## config.mk

```make
export PLATFORM = sky130hd
export DESIGN_NAME = cassette_recorder_flat
export DESIGN_NICKNAME = d
export VERILOG_FILES = /design/src/rtl/cassette_recorder_if.sv /design/src/rtl/cassette_recorder.sv /design/src/flat_wrapper.sv
export SDC_FILE = /design/constraint.sdc
export NUM_CORES = 1
export LEC_CHECK = 0
export CAP_MARGIN = 15
export CORE_MARGIN = 2
export CORE_UTILIZATION = 51
export CTS_BUF_LIST = sky130_fd_sc_hd__clkbuf_16
export CTS_CLUSTER_DIAMETER = 80
export DETAILED_ROUTE_END_ITERATION = 16
export DONT_BUFFER_PORTS = 1
export MAX_ROUTING_LAYER = met4
export PLACE_DENSITY = 0.66
export SYNTH_ARGS = -nofsm -noshare
export SYNTH_HDL_FRONTEND = slang
export SYNTH_SLANG_ARGS = --single-unit
```

## constraint.sdc

```tcl
create_clock -name clk -period 5.2 [get_ports clk]
set_input_delay 0.78 -clock clk [delete_from_list [all_inputs] [get_ports clk]]
set_output_delay 0.78 -clock clk [all_outputs]
set_load 0.01 [all_outputs]
```

## src/rtl/cassette_recorder_if.sv

```systemverilog
// SDRAM write port used by the cassette recorder.
// master: recorder side, drives the byte address, data and write request.
// slave : memory arbiter side, drives the slot-available and acknowledge strobes.
interface cassette_recorder_if;
  logic [20:0] sdram_addr;
  logic [7:0]  sdram_data;
  logic        sdram_wr;
  logic        sdram_available;
  logic        sdram_ready;

  modport master (
    output sdram_addr,
    output sdram_data,
    output sdram_wr,
    input  sdram_available,
    input  sdram_ready
  );

  modport slave (
    input  sdram_addr,
    input  sdram_data,
    input  sdram_wr,
    output sdram_available,
    output sdram_ready
  );
endinterface

```

## src/rtl/cassette_recorder.sv

```systemverilog
// Cassette recorder: decodes the console FSK tape-output signal into bytes and writes them
// into the SDRAM cassette region as a CAS image.
// Ports:
//   clk, reset     cassette clock, asynchronous active-high reset
//   clear          synchronous rewind of write pointer and flags
//   motor_n        console motor control, recorder runs while 0 (asynchronous)
//   tape_out       console tape-write level (asynchronous)
//   sdram          write port (addr, data, wr out; available, ready in)
//   length         bytes written so far
//   status         0 idle, 1 sync/leader, 2 data, 3 SDRAM full
//   overflow       sticky, a decoded byte was dropped
module cassette_recorder #(
  parameter int unsigned TICK_DIV     = 21,
  parameter int unsigned PERIOD_MIN   = 200,
  parameter int unsigned PERIOD_SPLIT = 625,
  parameter int unsigned PERIOD_MAX   = 1250,
  parameter int unsigned LEADER_MIN   = 16
) (
  input  logic                clk,
  input  logic                reset,
  input  logic                clear,
  input  logic                motor_n,
  input  logic                tape_out,
  cassette_recorder_if.master sdram,
  output logic [20:0]         length,
  output logic [2:0]          status,
  output logic                overflow
);

  localparam int unsigned TickW = (TICK_DIV > 1) ? $clog2(TICK_DIV) : 1;
  localparam logic [TickW-1:0] TickLast = TickW'(TICK_DIV - 1);
  localparam logic [10:0] PerMin   = 11'(PERIOD_MIN);
  localparam logic [10:0] PerSplit = 11'(PERIOD_SPLIT);
  localparam logic [10:0] PerMax   = 11'(PERIOD_MAX);
  localparam logic [10:0] PerSat   = 11'(PERIOD_MAX + 1);
  localparam logic [4:0]  LeadMin  = 5'(LEADER_MIN);
  localparam logic [20:0] PtrLast  = '1;

  typedef enum logic [1:0] {StIdle, StSync, StData, StWaitStart} state_e;

  logic [1:0]       tape_sync_q, tape_sync_d;
  logic             tape_prev_q, tape_prev_d;
  logic [1:0]       motor_sync_q, motor_sync_d;
  logic [TickW-1:0] tick_q, tick_d;
  logic [10:0]      per_q, per_d;
  logic             half_q, half_d;
  state_e           state_q, state_d;
  logic [4:0]       lead_q, lead_d;
  logic [2:0]       bit_cnt_q, bit_cnt_d;
  logic [7:0]       shift_q, shift_d;
  logic             hold_full_q, hold_full_d;
  logic [7:0]       hold_data_q, hold_data_d;
  logic             wr_q, wr_d;
  logic [20:0]      addr_q, addr_d;
  logic [7:0]       data_q, data_d;
  logic [20:0]      ptr_q, ptr_d;
  logic [2:0]       status_q, status_d;
  logic             overflow_q, overflow_d;

  logic       motor_off, rise, tick, valid_edge, is_short, gap;
  logic       bit_valid, bit_val, desync, push;
  logic [7:0] push_byte;

  always_comb begin
    tape_sync_d  = {tape_sync_q[0], tape_out};
    motor_sync_d = {motor_sync_q[0], motor_n};
    tape_prev_d  = tape_sync_q[1];
    motor_off    = motor_sync_q[1];
    rise         = tape_sync_q[1] & ~tape_prev_q;

    // Microsecond tick prescaler.
    tick   = (tick_q == TickLast);
    tick_d = tick ? '0 : tick_q + TickW'(1);

    // Period measurement; glitch edges leave the counter running.
    valid_edge = rise && (per_q >= PerMin);
    is_short   = per_q < PerSplit;
    gap        = tick && (per_q == PerMax) && !valid_edge;
    per_d      = per_q;
    if (valid_edge) begin
      per_d = '0;
    end else if (tick && (per_q != PerSat)) begin
      per_d = per_q + 11'd1;
    end

    // Bit decode: one long period is a 0, two shorts are a 1.
    bit_valid = 1'b0;
    bit_val   = 1'b0;
    desync    = 1'b0;
    half_d    = half_q;
    if (gap) begin
      half_d = 1'b0;
    end else if (valid_edge) begin
      if (is_short) begin
        if (half_q) begin
          bit_valid = 1'b1;
          bit_val   = 1'b1;
          half_d    = 1'b0;
        end else begin
          half_d = 1'b1;
        end
      end else if (half_q) begin
        // Long after a lone short means we lost bit alignment.
        half_d = 1'b0;
        desync = 1'b1;
      end else begin
        bit_valid = 1'b1;
      end
    end

    // Framing FSM.
    state_d   = state_q;
    lead_d    = lead_q;
    bit_cnt_d = bit_cnt_q;
    shift_d   = shift_q;
    push      = 1'b0;
    push_byte = {shift_q[6:0], bit_val};
    if (motor_off) begin
      state_d = StIdle;
    end else if (clear || (state_q == StIdle)) begin
      state_d = StSync;
      lead_d  = '0;
    end else if (desync || (gap && (state_q != StSync))) begin
      state_d = StSync;
      lead_d  = '0;
    end else if (bit_valid) begin
      case (state_q)
        StSync: begin
          if (bit_val) begin
            if (lead_q != 5'h1f) lead_d = lead_q + 5'd1;
          end else if (lead_q >= LeadMin) begin
            state_d   = StData;
            bit_cnt_d = '0;
          end else begin
            lead_d = '0;
          end
        end
        StData: begin
          shift_d   = push_byte;
          bit_cnt_d = bit_cnt_q + 3'd1;
          if (bit_cnt_q == 3'd7) begin
            push    = 1'b1;
            state_d = StWaitStart;
          end
        end
        StWaitStart: begin
          if (!bit_val) begin
            state_d   = StData;
            bit_cnt_d = '0;
          end
        end
        default: ;
      endcase
    end

    // One-byte holding register and SDRAM write handshake.
    hold_full_d = hold_full_q;
    hold_data_d = hold_data_q;
    wr_d        = wr_q;
    addr_d      = addr_q;
    data_d      = data_q;
    ptr_d       = ptr_q;
    overflow_d  = overflow_q;
    if (clear) begin
      ptr_d       = '0;
      overflow_d  = 1'b0;
      wr_d        = 1'b0;
      hold_full_d = 1'b0;
    end else begin
      if (wr_q && sdram.sdram_ready) begin
        wr_d        = 1'b0;
        hold_full_d = 1'b0;
        if (ptr_q != PtrLast) ptr_d = ptr_q + 21'd1;
      end else if (hold_full_q && !wr_q && sdram.sdram_available) begin
        wr_d   = 1'b1;
        addr_d = ptr_q;
        data_d = hold_data_q;
      end
      if (push) begin
        if (hold_full_q || (ptr_q == PtrLast)) begin
          overflow_d = 1'b1;
        end else begin
          hold_full_d = 1'b1;
          hold_data_d = push_byte;
        end
      end
    end

    if (ptr_d == PtrLast) begin
      status_d = 3'd3;
    end else begin
      case (state_d)
        StSync:             status_d = 3'd1;
        StData, StWaitStart: status_d = 3'd2;
        default:            status_d = 3'd0;
      endcase
    end
  end

  always_ff @(posedge clk or posedge reset) begin
    if (reset) begin
      tape_sync_q  <= 2'b00;
      tape_prev_q  <= 1'b0;
      motor_sync_q <= 2'b11;
      tick_q       <= '0;
      per_q        <= '0;
      half_q       <= 1'b0;
      state_q      <= StIdle;
      lead_q       <= '0;
      bit_cnt_q    <= '0;
      shift_q      <= '0;
      hold_full_q  <= 1'b0;
      hold_data_q  <= '0;
      wr_q         <= 1'b0;
      addr_q       <= '0;
      data_q       <= '0;
      ptr_q        <= '0;
      status_q     <= '0;
      overflow_q   <= 1'b0;
    end else begin
      tape_sync_q  <= tape_sync_d;
      tape_prev_q  <= tape_prev_d;
      motor_sync_q <= motor_sync_d;
      tick_q       <= tick_d;
      per_q        <= per_d;
      half_q       <= half_d;
      state_q      <= state_d;
      lead_q       <= lead_d;
      bit_cnt_q    <= bit_cnt_d;
      shift_q      <= shift_d;
      hold_full_q  <= hold_full_d;
      hold_data_q  <= hold_data_d;
      wr_q         <= wr_d;
      addr_q       <= addr_d;
      data_q       <= data_d;
      ptr_q        <= ptr_d;
      status_q     <= status_d;
      overflow_q   <= overflow_d;
    end
  end

  assign sdram.sdram_addr = addr_q;
  assign sdram.sdram_data = data_q;
  assign sdram.sdram_wr   = wr_q;
  assign length           = ptr_q;
  assign status           = status_q;
  assign overflow         = overflow_q;

endmodule
```

## src/flat_wrapper.sv

```systemverilog
// flat-port wrapper written by rule: the top's interface ports become plain ports
module cassette_recorder_flat 
#(
  parameter int unsigned TICK_DIV     = 21,
  parameter int unsigned PERIOD_MIN   = 200,
  parameter int unsigned PERIOD_SPLIT = 625,
  parameter int unsigned PERIOD_MAX   = 1250,
  parameter int unsigned LEADER_MIN   = 16
)
  (clk, reset, clear, motor_n, tape_out, length, status, overflow, sdram_sdram_addr, sdram_sdram_data, sdram_sdram_wr, sdram_sdram_available, sdram_sdram_ready);
  cassette_recorder_if sdram_i ();
  input  logic clk;
  input  logic reset;
  input  logic clear;
  input  logic motor_n;
  input  logic tape_out;
  output logic [20:0] length;
  output logic [2:0] status;
  output logic overflow;
  output wire logic [$bits(sdram_i.sdram_addr)-1:0] sdram_sdram_addr;
  output wire logic [$bits(sdram_i.sdram_data)-1:0] sdram_sdram_data;
  output wire logic [$bits(sdram_i.sdram_wr)-1:0] sdram_sdram_wr;
  input wire logic [$bits(sdram_i.sdram_available)-1:0] sdram_sdram_available;
  input wire logic [$bits(sdram_i.sdram_ready)-1:0] sdram_sdram_ready;
  assign sdram_sdram_addr = sdram_i.sdram_addr;
  assign sdram_sdram_data = sdram_i.sdram_data;
  assign sdram_sdram_wr = sdram_i.sdram_wr;
  assign sdram_i.sdram_available = sdram_sdram_available;
  assign sdram_i.sdram_ready = sdram_sdram_ready;
  cassette_recorder #(.TICK_DIV(TICK_DIV), .PERIOD_MIN(PERIOD_MIN), .PERIOD_SPLIT(PERIOD_SPLIT), .PERIOD_MAX(PERIOD_MAX), .LEADER_MIN(LEADER_MIN)) u_core (.clk(clk), .reset(reset), .clear(clear), .motor_n(motor_n), .tape_out(tape_out), .sdram(sdram_i), .length(length), .status(status), .overflow(overflow));
endmodule
```

==> summary.md <==
| Metric | Value |
|---|---|
| Most common cell after layout, fill and taps aside | `dfrtp_1` |
| CTS clk-pin slew, worst paths | `70 ps` |
| Area growth from synthesis to layout | `8.617%` |
| Post-CTS setup buffers | `0` |
| MaxCap Viol Count | `0` |
| Critical-path cell with the highest stage delay | `and3b_1` |
| Endpoints failing setup | `0` |
| Fin crit share | `59.20%` |
| H-tree Lvls | `3` |
| CP Buf/Inv Count | `1` |
| RSZ-0062 raised after global routing | `no` |
| Synth Area in Adders | `3.324%` |
| DR WL/cell | `16.44 um` |
| Startpoint Class | `flip-flop` |
| CTS tree | `built` |
| Post-synth ARST share | `100.0%` |
| Number of distinct library cells after synthesis | `59` |
| Simple-gate share of the synthesized area | `17.77%` |
| # IOs | `62` |
| Post-Synth XOR/XNOR Area | `4.296%` |
| Crit path max-delay family | `simple AND/OR/NAND/NOR gates` |
| Number of global-route vias before repair | `3224` |
| Hold_buf cts | `0` |
| Total wire length | `9.467 mm` |
| Design Area, Final | `5315 um^2` |
| Mapped Area | `4893 um^2` |
| Via count | `3318` |
| Sw frac | `22.71%` |
| Die footprint | `10390 um^2` |
| Largest family of logic cells by synthesized area | `simple AND/OR/NAND/NOR gates` |
| P per Cell Area | `275.4 nW/um^2` |
| Core area | `9284 um^2` |
| Count of input and output buffers | `0` |
| Largest net degree at the start of global routing | `61` |
| Post-CTS resize count | `0` |
| CP Class | `flip-flop to flip-flop` |
| Row count | `35` |
| Static leakage | `2.455 nW` |
| GPL Wtd Cong | `0.8787` |
| Layout cells sized above 1 | `17.45%` |
| Mux cell area share after synthesis | `12.30%` |
| Gr ovfl total | `0` |
| #FFs+latches synth | `102` |
| First-pass GRT wire length | `15.82 mm` |
| Max VDD drop | `0.0001623 V` |
| Critical Path AT | `3310 ps` |
| Tightest Pin Transition | `751.4 ps` |
| Setup tns final | `0 ps` |
| Net Switching | `0.3324 mW` |
| Sequential power share | `54.6%` |
| Footprint of the multi-input gates | `2226 um^2` |
| Worst-Skew Late Latency | `350 ps` |
| Max Slew Vio Count | `0` |
| Combinational power share | `1.5%` |
| Placed inst area | `5024 um^2` |
| Routed vias/inst | `5.760` |
| Clk sinks | `102` |
| Avg Inst Size Synth | `11.10 um^2` |
| CP max stage delay | `530 ps` |
| Drt pass-1 iters | `4` |
| Final Hold Vio Count | `0` |
| Die Y-Extent | `102.0 um` |
| Drt drc | `0` |
| Worst Clk Skew | `9.400 ps` |
| CTS Buf Count | `9` |
| Outcome | `complete, no violations` |
| Ant diodes | `0` |
| Slew margin rel. | `49.91%` |
| FILL cells | `811` |
| Compound-gate portion of the synthesized area | `7.620%` |
| Most frequent cells in the layout | `100 x dfrtp_1, 57 x nor2_1, 45 x mux2_2` |
| HP Class | `primary input to asynchronous set/reset pin` |
| Minimum clock period after layout | `3078 ps` |
| Antenna Violating Nets Remaining | `0` |
| Crit Path Max Fanout | `9` |
| Cell internal pwr | `1.131 mW` |
| Register area share after synthesis | `52.21%` |
| Worst EP required | `5430 ps` |
| Tot GR Track Use | `19.90%` |
| Number of flops mapped to enable cells by yosys | `0` |
| Cells after Synth | `441` |
| FF+latch area | `2555 um^2` |
| Initial Util | `52.71%` |
| Clock power frac | `43.9%` |
| Clock tree buffer depth | `2` |
| Max Clk Rate | `324.9 MHz` |
| Initial DRC count | `143` |
| Dominant register cell in the synthesized netlist | `dfrtp_1` |
| Yosys warns | `0` |
| Hpwl dp | `6.615 mm` |
| Root cell of the clock tree | `clkbuf_16` |
| Post-Syn Nets | `461` |
| Die X | `102.0 um` |
| NumNets Final | `463` |
| Setup crit end kind | `flip-flop` |
| CP cell instances | `nor4_1 -> o21ai_0 -> a21oi_1 -> inv_1 -> ha_1 -> a221oi_2 -> and3b_1 -> nand4_4 -> mux2_1` |
| Antenna violations before repair | `0` |
-- layout make-up --
cell class	count	share of cell area, %
clock inverter	6	1.036
tap	129	3.037
clock buffer	9	4.237
sequential	102	48.07
multi-input combinational	310	41.88
timing repair buffer	3	0.4944
inverter	17	1.248
-- power by group through the flow --
stage	clock [mW]	sequential (mW)	combinational (mW)
final	0.642	0.799	0.0224
after global routing	0.697	0.799	0.0271
after global placement	0	0.814	0.0234
after CTS	0.658	0.799	0.0237
after floorplan	0	0.814	0.0200
after detailed placement	0	0.814	0.0236
-- logic make-up (layout without fill, tap and decap cells) --
family                     count (synthesis)  in the layout
xor gates and xnor gates                  24             24
other                                      1              1
muxes                                     54             54
adders and majority gates                 13             13
buffers and inverters                     29             35
and+or+nand+nor                          164            164
AOI/OAI and AO/OA                         54             54
DFF                                      102            102
-- synthesized netlist by cell type (all sizes together) (3+ instances only) --
cell type / n / area, um^2
dfrtp: 100 / 2502
nor2: 57 / 214.0
mux2: 49 / 551.8
nand2: 25 / 93.84
nand3: 19 / 95.09
inv: 17 / 63.81
o21ai: 15 / 78.83
xor2: 14 / 122.6
a21oi: 13 / 72.57
ha: 13 / 162.7
nand4: 11 / 98.84
xnor2: 10 / 87.58
clkbuf: 9 / 33.78
and3: 8 / 50.05
nor3: 7 / 35.03
and2: 6 / 37.54
mux2i: 5 / 50.05
nor4: 5 / 43.79
or3: 5 / 31.28
nand2b: 4 / 25.02
o211ai: 4 / 30.03
a41oi: 3 / 26.28
buf: 3 / 20.01
nor2b: 3 / 18.77
-- metal layers --
layer  share of wire [%]  vias up  GRT usage (%)
met3                 4.3       12          4.378
met4                 1.5        0          7.795
met1                  46     1662          25.72
met2                  48       77          30.72
met5                   0        -              -
li1                    -     1567              -
-- per-stage QoR --
stage               instances  setup slack, ps  utilization, %  hold WS, ps  power (mW)
CTS                       575             2128           57.13        351.8       1.480
detailed placement        560             2155           54.11        349.0      0.8380
global placement          560             2213           54.11        335.7      0.8378
global route              576             1781           57.25        365.2       1.523
finish                    576             2122           57.25        330.7       1.464
floorplan                 441             1748               -        331.2      0.8336
-- path summary, 6_finish.rpt --
| check | startpoint | end | slack, ps | cells past startpoint |
|---|---|---|---|---|
| setup / recovery | u_core.per_q[1] | u_core.hold_data_q[4] | 2120 | 9 |
| hold / removal | reset | u_core.sdram.sdram_data[4] | 330 | 1 |
| setup reg to reg | u_core.per_q[1] | u_core.hold_data_q[4] | 2120 | 9 |
| hold reg to reg | u_core.tape_sync_q[0] | u_core.tape_sync_q[1] | 360 | 0 |
| max in group asynchronous | reset | u_core.length[4] | 3740 | 2 |
| min in group clk | u_core.tape_sync_q[0] | u_core.tape_sync_q[1] | 360 | 0 |
-- sequential cells by signal, summed over array words and instances, names as in the netlist, 2 cells and up --
| register | cells |
|---|---|
| u_core.length | 21 |
| u_core.sdram.sdram_addr | 21 |
| u_core.per_q | 11 |
| u_core.hold_data_q | 8 |
| u_core.sdram.sdram_data | 8 |
| u_core.shift_q | 7 |
| u_core.lead_q | 5 |
| u_core.tick_q | 5 |
| u_core.bit_cnt_q | 3 |
| u_core.motor_sync_q | 2 |
| u_core.state_q | 2 |
| u_core.status | 2 |
| u_core.tape_sync_q | 2 |
-- worst register-to-register path, delay by kind of cell, from the launching register on --
family / cells / cell delay (ps)
simple gates: 3 / 1090
compound gates: 3 / 770
flops: 1 / 440
mux: 1 / 380
fa+ha+maj: 1 / 220
buf+inv: 1 / 70
(Power assumes the default switching activity.)
